[src/rtl/ts_sync_sched_if.sv]
`default_nettype none
// +----------------------------------------------------------------------------+
// | Module   : ts_sync_sched_if                                                |
// | Purpose  : Byte-stream bundle between the byte assembler, the frame-sync   |
// |            scheduler and the convolutional deinterleaver.                  |
// | Signals  : din_byte/din_valid   - byte into the scheduler                  |
// |            dout_byte/dout_valid - the same byte, one clock later           |
// |            syn_out              - output byte is packet position 0 (locked)|
// |            branch_idx           - deinterleaver branch of the output byte  |
// |            locked               - lock status aligned with the output byte |
// | Modports : master - byte source / deinterleaver side                       |
// |            slave  - the scheduler (ts_sync_sched)                          |
// | Revision : 1.0 - initial release                                           |
// +----------------------------------------------------------------------------+
interface ts_sync_sched_if;
  logic [7:0] din_byte;
  logic       din_valid;
  logic [7:0] dout_byte;
  logic       dout_valid;
  logic       syn_out;
  logic [3:0] branch_idx;
  logic       locked;

  modport master (
    output din_byte, din_valid,
    input  dout_byte, dout_valid, syn_out, branch_idx, locked
  );

  modport slave (
    input  din_byte, din_valid,
    output dout_byte, dout_valid, syn_out, branch_idx, locked
  );
endinterface
`default_nettype wire

[src/rtl/ts_sync_sched.sv]
`default_nettype none
// +----------------------------------------------------------------------------+
// | Module   : ts_sync_sched                                                   |
// | Purpose  : Frame-sync controller and branch scheduler for the I=12, M=17   |
// |            convolutional deinterleaver. Finds the 204-byte RS packet      |
// |            boundary from the sync byte (0x47 / 0xB8), flywheels over       |
// |            corrupted sync bytes and tags every byte with a packet-start    |
// |            flag and an explicit branch index.                              |
// | Ports    : clk   - byte clock                                              |
// |            rst_n - synchronous active-low reset                            |
// |            bus   - ts_sync_sched_if.slave (din_* in, dout_*/syn_out/       |
// |                    branch_idx/locked out, all registered, 1-cycle latency) |
// | Options  : TS_SYNC_INV_CHECK_EN - enforce 0xB8 on the first packet of each |
// |            8-packet group and 0x47 on the other seven.                     |
// | Revision : 1.0 - initial release                                           |
// +----------------------------------------------------------------------------+
module ts_sync_sched #(
  parameter int PKT_LEN    = 204,
  parameter int BRANCHES   = 12,
  parameter int LOCK_CNT   = 3,
  parameter int UNLOCK_CNT = 4
) (
  input  logic           clk,
  input  logic           rst_n,
  ts_sync_sched_if.slave bus
);

  localparam int c_POS_W  = $clog2(PKT_LEN);
  localparam int c_BRN_W  = $clog2(BRANCHES);
  localparam int c_HIT_W  = $clog2(LOCK_CNT + 1);
  localparam int c_MISS_W = $clog2(UNLOCK_CNT + 1);

  localparam logic [c_POS_W-1:0]  c_POS_LAST  = c_POS_W'(PKT_LEN - 1);
  localparam logic [c_BRN_W-1:0]  c_BRN_LAST  = c_BRN_W'(BRANCHES - 1);
  localparam logic [c_HIT_W-1:0]  c_HIT_LAST  = c_HIT_W'(LOCK_CNT - 1);
  localparam logic [c_MISS_W-1:0] c_MISS_LAST = c_MISS_W'(UNLOCK_CNT - 1);

  typedef enum logic [1:0] {
    ST_SEARCH = 2'd0,
    ST_VERIFY = 2'd1,
    ST_LOCK   = 2'd2
  } state_t;

  state_t              r_state;
  logic [c_POS_W-1:0]  r_pos;
  logic [c_BRN_W-1:0]  r_brn;
  logic [c_HIT_W-1:0]  r_hit;
  logic [c_MISS_W-1:0] r_miss;

  logic [7:0] r_dout_byte;
  logic       r_dout_valid;
  logic       r_syn;
  logic [3:0] r_branch;
  logic       r_locked;

  logic               w_is_47;
  logic               w_is_b8;
  logic               w_pos0;
  logic               w_start_sync;  // byte may open VERIFY from SEARCH
  logic               w_pos0_sync;   // byte counts as a sync at a packet boundary
  logic [c_POS_W-1:0] w_pos_nxt;
  logic [c_BRN_W-1:0] w_brn_nxt;

  assign w_is_47 = (bus.din_byte == 8'h47);
  assign w_is_b8 = (bus.din_byte == 8'hB8);
  assign w_pos0  = (r_pos == '0);

`ifdef TS_SYNC_INV_CHECK_EN
  // r_pkt is the index (within the 8-packet group) of the packet whose
  // boundary is due next; only packet 0 carries the inverted sync.
  logic [2:0] r_pkt;

  assign w_start_sync = w_is_b8;
  assign w_pos0_sync  = (r_pkt == 3'd0) ? w_is_b8 : w_is_47;

  always_ff @(posedge clk) begin
    if (!rst_n) begin
      r_pkt <= 3'd0;
    end else if (bus.din_valid) begin
      if (r_state == ST_SEARCH) begin
        if (w_start_sync) begin
          r_pkt <= 3'd1;
        end
      end else if (w_pos0) begin
        r_pkt <= r_pkt + 3'd1;
      end
    end
  end
`else
  assign w_start_sync = w_is_47 | w_is_b8;
  assign w_pos0_sync  = w_is_47 | w_is_b8;
`endif

  // Branch counter restarts with every packet so the commutator phase is
  // re-anchored at each boundary rather than free-running.
  always_comb begin
    w_pos_nxt = (r_pos == c_POS_LAST) ? '0 : r_pos + 1'b1;
    if (w_pos_nxt == '0) begin
      w_brn_nxt = '0;
    end else if (r_brn == c_BRN_LAST) begin
      w_brn_nxt = '0;
    end else begin
      w_brn_nxt = r_brn + 1'b1;
    end
  end

  always_ff @(posedge clk) begin
    if (!rst_n) begin
      r_state      <= ST_SEARCH;
      r_pos        <= '0;
      r_brn        <= '0;
      r_hit        <= '0;
      r_miss       <= '0;
      r_dout_byte  <= 8'h00;
      r_dout_valid <= 1'b0;
      r_syn        <= 1'b0;
      r_branch     <= 4'd0;
      r_locked     <= 1'b0;
    end else begin
      r_dout_byte  <= bus.din_byte;
      r_dout_valid <= bus.din_valid;
      r_syn        <= 1'b0;
      r_branch     <= 4'd0;
      // On invalid cycles nothing moves and locked keeps its level.
      if (bus.din_valid) begin
        r_pos    <= w_pos_nxt;
        r_brn    <= w_brn_nxt;
        r_locked <= 1'b0;
        case (r_state)
          ST_SEARCH: begin
            if (w_start_sync) begin
              r_state <= ST_VERIFY;
              r_hit   <= c_HIT_W'(1);
              r_pos   <= c_POS_W'(1);
              r_brn   <= c_BRN_W'(1);
            end else begin
              r_pos <= '0;
              r_brn <= '0;
            end
          end

          ST_VERIFY: begin
            if (w_pos0) begin
              if (w_pos0_sync) begin
                r_hit <= r_hit + 1'b1;
                if (r_hit == c_HIT_LAST) begin
                  // Confirming sync is already reported as a locked boundary.
                  r_state  <= ST_LOCK;
                  r_miss   <= '0;
                  r_locked <= 1'b1;
                  r_syn    <= 1'b1;
                end
              end else begin
                r_state <= ST_SEARCH;
                r_pos   <= '0;
                r_brn   <= '0;
                r_hit   <= '0;
              end
            end
          end

          ST_LOCK: begin
            r_locked <= 1'b1;
            r_branch <= 4'(r_brn);
            r_syn    <= w_pos0;  // flywheeled boundaries still pulse
            if (w_pos0) begin
              if (w_pos0_sync) begin
                r_miss <= '0;
              end else if (r_miss == c_MISS_LAST) begin
                r_state  <= ST_SEARCH;
                r_pos    <= '0;
                r_brn    <= '0;
                r_hit    <= '0;
                r_miss   <= '0;
                r_locked <= 1'b0;
                r_syn    <= 1'b0;
              end else begin
                r_miss <= r_miss + 1'b1;
              end
            end
          end

          default: begin
            r_state <= ST_SEARCH;
            r_pos   <= '0;
            r_brn   <= '0;
            r_hit   <= '0;
            r_miss  <= '0;
          end
        endcase
      end
    end
  end

  assign bus.dout_byte  = r_dout_byte;
  assign bus.dout_valid = r_dout_valid;
  assign bus.syn_out    = r_syn;
  assign bus.branch_idx = r_branch;
  assign bus.locked     = r_locked;

endmodule
`default_nettype wire

[src/flat_wrapper.sv]
// flat-port wrapper written by rule: the top's interface ports become plain ports
module ts_sync_sched_flat 
#(
  parameter int PKT_LEN    = 204,
  parameter int BRANCHES   = 12,
  parameter int LOCK_CNT   = 3,
  parameter int UNLOCK_CNT = 4
)
  (clk, rst_n, bus_din_byte, bus_din_valid, bus_dout_byte, bus_dout_valid, bus_syn_out, bus_branch_idx, bus_locked);
  ts_sync_sched_if bus_i ();
  input  logic clk;
  input  logic rst_n;
  input wire logic [$bits(bus_i.din_byte)-1:0] bus_din_byte;
  input wire logic [$bits(bus_i.din_valid)-1:0] bus_din_valid;
  output wire logic [$bits(bus_i.dout_byte)-1:0] bus_dout_byte;
  output wire logic [$bits(bus_i.dout_valid)-1:0] bus_dout_valid;
  output wire logic [$bits(bus_i.syn_out)-1:0] bus_syn_out;
  output wire logic [$bits(bus_i.branch_idx)-1:0] bus_branch_idx;
  output wire logic [$bits(bus_i.locked)-1:0] bus_locked;
  assign bus_i.din_byte = bus_din_byte;
  assign bus_i.din_valid = bus_din_valid;
  assign bus_dout_byte = bus_i.dout_byte;
  assign bus_dout_valid = bus_i.dout_valid;
  assign bus_syn_out = bus_i.syn_out;
  assign bus_branch_idx = bus_i.branch_idx;
  assign bus_locked = bus_i.locked;
  ts_sync_sched #(.PKT_LEN(PKT_LEN), .BRANCHES(BRANCHES), .LOCK_CNT(LOCK_CNT), .UNLOCK_CNT(UNLOCK_CNT)) u_core (.clk(clk), .rst_n(rst_n), .bus(bus_i));
endmodule
[config.mk]
export PLATFORM = sky130hd
export DESIGN_NAME = ts_sync_sched_flat
export DESIGN_NICKNAME = d
export VERILOG_FILES = /design/src/rtl/ts_sync_sched_if.sv /design/src/rtl/ts_sync_sched.sv /design/src/flat_wrapper.sv
export SDC_FILE = /design/constraint.sdc
export NUM_CORES = 1
export LEC_CHECK = 0
export BUFFER_PORTS_ARGS = -buffer_cell sky130_fd_sc_hd__buf_2
export CAP_MARGIN = 20
export CORE_ASPECT_RATIO = 1.1
export CORE_UTILIZATION = 40
export DETAILED_ROUTE_END_ITERATION = 8
export GPL_TIMING_DRIVEN = 0
export PLACE_DENSITY_LB_ADDON = 0.3
export SLEW_MARGIN = 20
export SYNTH_ARGS = -nofsm -noshare
export SYNTH_HDL_FRONTEND = slang
export SYNTH_SLANG_ARGS = --single-unit
[constraint.sdc]
create_clock -name clk -period 3.2 [get_ports clk]
set_input_delay 0.32 -clock clk [delete_from_list [all_inputs] [get_ports clk]]
set_output_delay 0.32 -clock clk [all_outputs]
set_load 0.005 [all_outputs]
### After elaboration in Yosys (flattened, before gate mapping)

Cells that the tools add are included.

| storage, ports and cells | value |
|---|---|
| register bits after elaboration | 34 |
| bits in latches | 0 |
| memory bits (writable) | 0 |
| ROM bits | 0 |
| input bits | 11 |
| memories | 0 |

| operators by class | value |
|---|---|
| add/sub/neg operators | 4 |
| multiply operators | 0 |
| divide/modulo/power cells | 0 |
| $lt $le $gt $ge | 0 |
| equality and inequality tests | 16 |
| shift-type cells | 0 |
| mux-type cells | 44 |
| bitwise logic cells | 2 |
| reductions and logical operators | 8 |

Operator list:

| kind | count |
|---|---|
| $mux 8 | 6 |
| $mux 4 | 7 |
| $pmux 8 s3 | 1 |
| $mux 2 | 9 |
| $mux 3 | 6 |
| $eq 8x8->1 const B | 2 |
| $logic_not 8->1 | 2 |
| $ne 2x1->1 const B | 6 |
| $pmux 2 s3 | 2 |
| $pmux 4 s3 | 1 |
| $reduce_and 6->1 | 2 |
| $mux 1 | 9 |
| $pmux 3 s3 | 1 |
| $add 8x1->8 const B | 1 |
| $eq 8x7->1 const B | 1 |
| $reduce_and 7->1 | 1 |
| $add 4x1->4 const B | 1 |
| $eq 2x2->1 const B | 2 |
| $eq 4x4->1 const B | 1 |
| $pmux 1 s2 | 2 |
| $add 3x1->3 const B | 1 |
| $eq 3x2->1 const B | 1 |
| $ne 3x3->1 const B | 1 |
| $reduce_and 3->1 | 1 |
| other kinds (7) | 7 |

### Longest topological paths before layout

| logic depth | value |
|---|---|
| depth after elaboration | 8 |
| gate-level depth with buffers | 8 |
| depth with buffers taken out | 8 |

### Worst setup path before layout

OpenSTA, ideal clock, no wires.

| timing path | value |
|---|---|
| path type | register to register |
| start | register u_core.r_pos[0] |
| end | register u_core.r_pos[3] |
| arrival time | 1.807 ns |
| required time | 3.126 ns |
| path slack | 1.318 ns |
| cell stages (with the launch flop) | 9 |
| cells stage by stage | dfxtp_1 -> inv_1 -> ha_1 -> and2b_2 -> o2111ai_1 -> o31ai_2 -> or2_1 -> or3_1 -> a31oi_1 |

| on the way | value |
|---|---|
| longest elaborated chain between the ends | 6 |

RTL lines:

| element | RTL line | text |
|---|---|---|
| start, declared | ts_sync_sched.sv:45 | `logic [c_POS_W-1:0] r_pos;` |
| start signal, assigned | ts_sync_sched.sv:126 | `r_pos <= w_pos_nxt;` |
| start signal, assigned | ts_sync_sched.sv:134 | `r_pos <= c_POS_W'(1);` |
| $add 8x1->8 or $eq 8x8->1 (tied branches) | ts_sync_sched.sv:97 | `w_pos_nxt = (r_pos == c_POS_LAST) ? '0 : r_pos + 1'b1;` |
| $mux 8 | ts_sync_sched.sv:97 |  |
| $mux 8 | ts_sync_sched.sv:169 | `end else if (r_miss == c_MISS_LAST) begin` |
| $mux 8 | ts_sync_sched.sv:167 | `if (w_pos0_sync) begin` |
| $mux 8 | ts_sync_sched.sv:166 | `if (w_pos0) begin` |
| $pmux 8 s3 (*) | ts_sync_sched.sv:129 | `case (r_state)` |

Every way passes the cells marked *; elsewhere a longest branch is shown, timed or not.
A chain may end at the register's enable or synchronous reset.

### Worst setup path in the final report

| timing path | value |
|---|---|
| start | register u_core.r_pos[1] |
| end | register u_core.r_pos[0] |

| on the way | value |
|---|---|
| longest elaborated chain between the ends | 6 |

RTL lines:

| element | RTL line |
|---|---|
| $eq 8x8->1 | ts_sync_sched.sv:97 |
| $mux 8 | ts_sync_sched.sv:97 |
| $mux 8 | ts_sync_sched.sv:169 |
| $mux 8 | ts_sync_sched.sv:167 |
| $mux 8 | ts_sync_sched.sv:166 |
| $pmux 8 s3 (*) | ts_sync_sched.sv:129 |

Marked as above.

==> flow_summary.json <==
{
  "clkSlewWorstSetupHoldPaths_ns": 0.08,
  "synthCells": 215,
  "leakagePower_nw": 0.829,
  "worstPathRequired_ns": 3.39,
  "postSynthAreaPerCell_um2": 8.69,
  "hp-start": "bus_din_byte[3]",
  "synth_top_family_by_area": "simple AND/OR/NAND/NOR gates",
  "synthAdderAreaFrac": 0.0670,
  "drtPass1Iterations": 4,
  "timing.critical_path.slowest_stage_cell": "nor4_1",
  "async_flop_share": 0,
  "post_cts.repair.setup_buffers": 0,
  "crit_family": "simple AND/OR/NAND/NOR gates",
  "worstPathArrival_ns": 2.36,
  "clock_path_buffers": 2,
  "p_seq_frac": 0.557,
  "peakVddDrop_mv": 0.161,
  "wl_met3_um": 168,
  "initialDrtViolationCount": 97,
  "die_area_um2": 4950,
  "path_class": "register to register",
  "drtAntennaViolNets": 0,
  "finalCritPeriodShare": 0.679,
  "crit_start": "u_core.r_pos[1]",
  "slew_headroom": 0.440,
  "worst_pin_slew_ns": 0.833,
  "critical_path_depth": 7,
  "grt_usage": 0.176,
  "die_x_um": 67.2,
  "max_stage_delay_ns": 0.64,
  "core_area_um2": 4380,
  "cts_tree": "done",
  "path_max_fanout": 8,
  "fp-row-count": 25,
  "maxCapViolCount": 0,
  "synth_compound_area_frac": 0.194,
  "wl_met2_mm": 1.84,
  "grt_pass1_vias": 1495,
  "syn_nets": 236,
  "p_int_uw": 592,
  "worstSetupEndpointType": "register",
  "finalMaxSlewViolations": 0,
  "wl_met1_mm": 1.92,
  "synth_edf_count": 0,
  "grt_first_pass_wirelength_mm": 6.69,
  "r2r_start": "u_core.r_pos[1]",
  "viasPerCell": 5.59,
  "min_period_ns": 2.17,
  "root_buffer": "clkbuf_8",
  "power.density_nw_per_um2": 361,
  "grt_max_degree": 11,
  "crit_top_cell": "nor4_1",
  "netlist_area_um2": 1870,
  "max_freq_ghz": 0.460,
  "dp_hpwl_mm": 2.89,
  "ff2ff_setup_slack_ns": 1.03,
  "drc_errors": 0,
  "n_antenna_cell": 0,
  "cts_resized": 0,
  "regToRegEndpoint": "u_core.r_pos[0]",
  "numCtsBuffers": 5,
  "setup_tns_ns": 0,
  "ys_warn_count": 0,
  "synth.distinct_cells": 54,
  "hold_path.class": "input pin to register",
  "synth-seq-area-share": 0.364,
  "final-hold-violation-count": 0,
  "start_util": 0.427,
  "holdPathEnd": "u_core.bus.dout_byte[3]",
  "total_power_uw": 773,
  "io_pins": 26,
  "fin_nets": 268,
  "ys_ff_latch": 34,
  "wl_per_cell_um": 13.3,
  "synthSimpleGateAreaFrac": 0.293,
  "n_fill_cell": 446,
  "rsz0062_at_grt": "no",
  "cts_hold_buf": 0,
  "area_growth_pct": 14.5,
  "place_congestion": 0.845,
  "cts.sink_count": 34,
  "pwr-share-comb": 0.055,
  "hold_path_depth": 2,
  "dr_total_vias": 1683,
  "die_y_um": 73.7,
  "routed_wl_mm": 3.99,
  "synth-xor-area-share": 0.0141,
  "portBuffers": 25,
  "crit_chain": "ha_1 -> nand4_1 -> nor4_1 -> nor3_1 -> a21oi_1 -> nor4_1 -> o21a_1",
  "clock_latency_ns": 0.28,
  "start_kind": "register",
  "top_layer_used": "met4",
  "grt_remaining_overflow": 0,
  "fin_skew_ns": 0.00904,
  "switching_share": 0.235,
  "status": "completed",
  "antenna_found_initial": 0,
  "drive_gt1_frac": 0.215,
  "htreeDepth": 2,
  "pwr-share-clk": 0.388,
  "synthMuxAreaShare": 0.0107,
  "finalSetupViolations": 0,
  "reg2reg_depth": 7,
  "worst-path-buf-inv": 0,
  "synthFlopType": "dfxtp_1",
  "switchingPower_uw": 181
}
[power groups by stage]
stage	clock network, mW	registers [mW]	logic [mW]
after detailed placement	0	0.440	0.0425
after global routing	0.324	0.431	0.0477
final	0.300	0.430	0.0426
after CTS	0.310	0.430	0.0428
after global placement	0	0.440	0.0424
after floorplan	0	0.441	0.0186
[worst max-delay path by stage]
stage,endpoint,slack (ns)
finish,u_core.r_pos[0],1.03
global route,u_core.r_pos[0],0.71
CTS,u_core.r_pos[0],1.03
detailed placement,u_core.r_pos[0],1.06
global placement,u_core.r_pos[2],1.05
floorplan,u_core.r_pos[3],1.32
[state kept, by name, summed over array words and instances, names as in the netlist]
signal                 cells
u_core.bus.branch_idx      4
u_core.bus.dout_byte       8
u_core.bus.dout_valid      1
u_core.bus.locked          1
u_core.bus.syn_out         1
u_core.r_brn               4
u_core.r_hit               2
u_core.r_miss              3
u_core.r_pos               8
u_core.r_state             2
[per-layer routing]
layer | up-vias | global-route usage
met2 | 50 | 0.288
li1 | 842 | -
met3 | 6 | 0.0326
met4 | 0 | 0.0615
met1 | 785 | 0.229
met5 | - | 0
[synthesized netlist by cell type (3+ instances only)]
library cell / count / area [um2]
nor4_1: 4 / 25.0
dfxtp_1: 34 / 681
a211oi_1: 4 / 30.0
ha_1: 10 / 125
and2_1: 11 / 68.8
o21a_1: 3 / 22.5
nand4_1: 4 / 25.0
or3_1: 3 / 18.8
o22ai_1: 3 / 18.8
nand3_1: 8 / 40.0
inv_1: 9 / 33.8
nand2b_1: 3 / 18.8
a21oi_1: 16 / 80.1
xnor2_1: 3 / 26.3
o211ai_1: 3 / 22.5
buf_6: 3 / 33.8
nor2_1: 15 / 56.3
nand2_1: 15 / 56.3
nor3_1: 10 / 50.1
o21ai_0: 12 / 60.1
[kinds of logic after synthesis]
| group | after synthesis |
|---|---|
| adder cells (fa/ha/maj) | 10 |
| multiplexers | 2 |
| flip-flops | 34 |
| buffers and inverters | 19 |
| AO/OA/AOI/OAI | 55 |
| XOR/XNOR | 3 |
| AND/OR/NAND/NOR | 92 |
[cells in the final DEF, fill, tap and decap left out, types with 3 or more instances in the layout]
master,n
nand2_1,15
nor3_1,10
a211oi_1,4
inv_1,9
clkbuf_8,5
a21oi_1,16
dfxtp_1,34
nor2_1,15
nand4_1,4
xnor2_1,3
o21a_1,3
nand3_1,8
o22ai_1,3
buf_2,26
buf_6,3
or3_1,3
ha_1,10
and2_1,11
o21ai_0,12
o211ai_1,3
nand2b_1,3
nor4_1,4
[through the flow]
stage | hold WS (ns) | worst slack, ns | instance area, um2 | utilization | instances
global route | 0.277 | 0.706 | 2140 | 0.489 | 301
detailed placement | 0.424 | 1.06 | 2060 | 0.471 | 294
floorplan | 0.408 | 1.32 | 1870 | - | 215
finish | 0.268 | 1.03 | 2140 | 0.489 | 301
global placement | 0.417 | 1.05 | 2060 | 0.471 | 294
CTS | 0.262 | 1.03 | 2140 | 0.489 | 301
[cell type report]
| type | count | area, um2 | share of cell area |
|---|---|---|---|
| clock inverters | 2 | 10.0 | 0.00468 |
| flip-flops and latches | 34 | 681 | 0.318 |
| repair buffers | 25 | 125 | 0.0585 |
| multi-input cells | 162 | 1080 | 0.505 |
| clock buffers | 5 | 68.8 | 0.0322 |
| plain buffers | 9 | 68.8 | 0.0322 |
| inverters | 10 | 37.5 | 0.0175 |
| well taps | 54 | 67.6 | 0.0316 |
(Power assumes the default switching activity.)
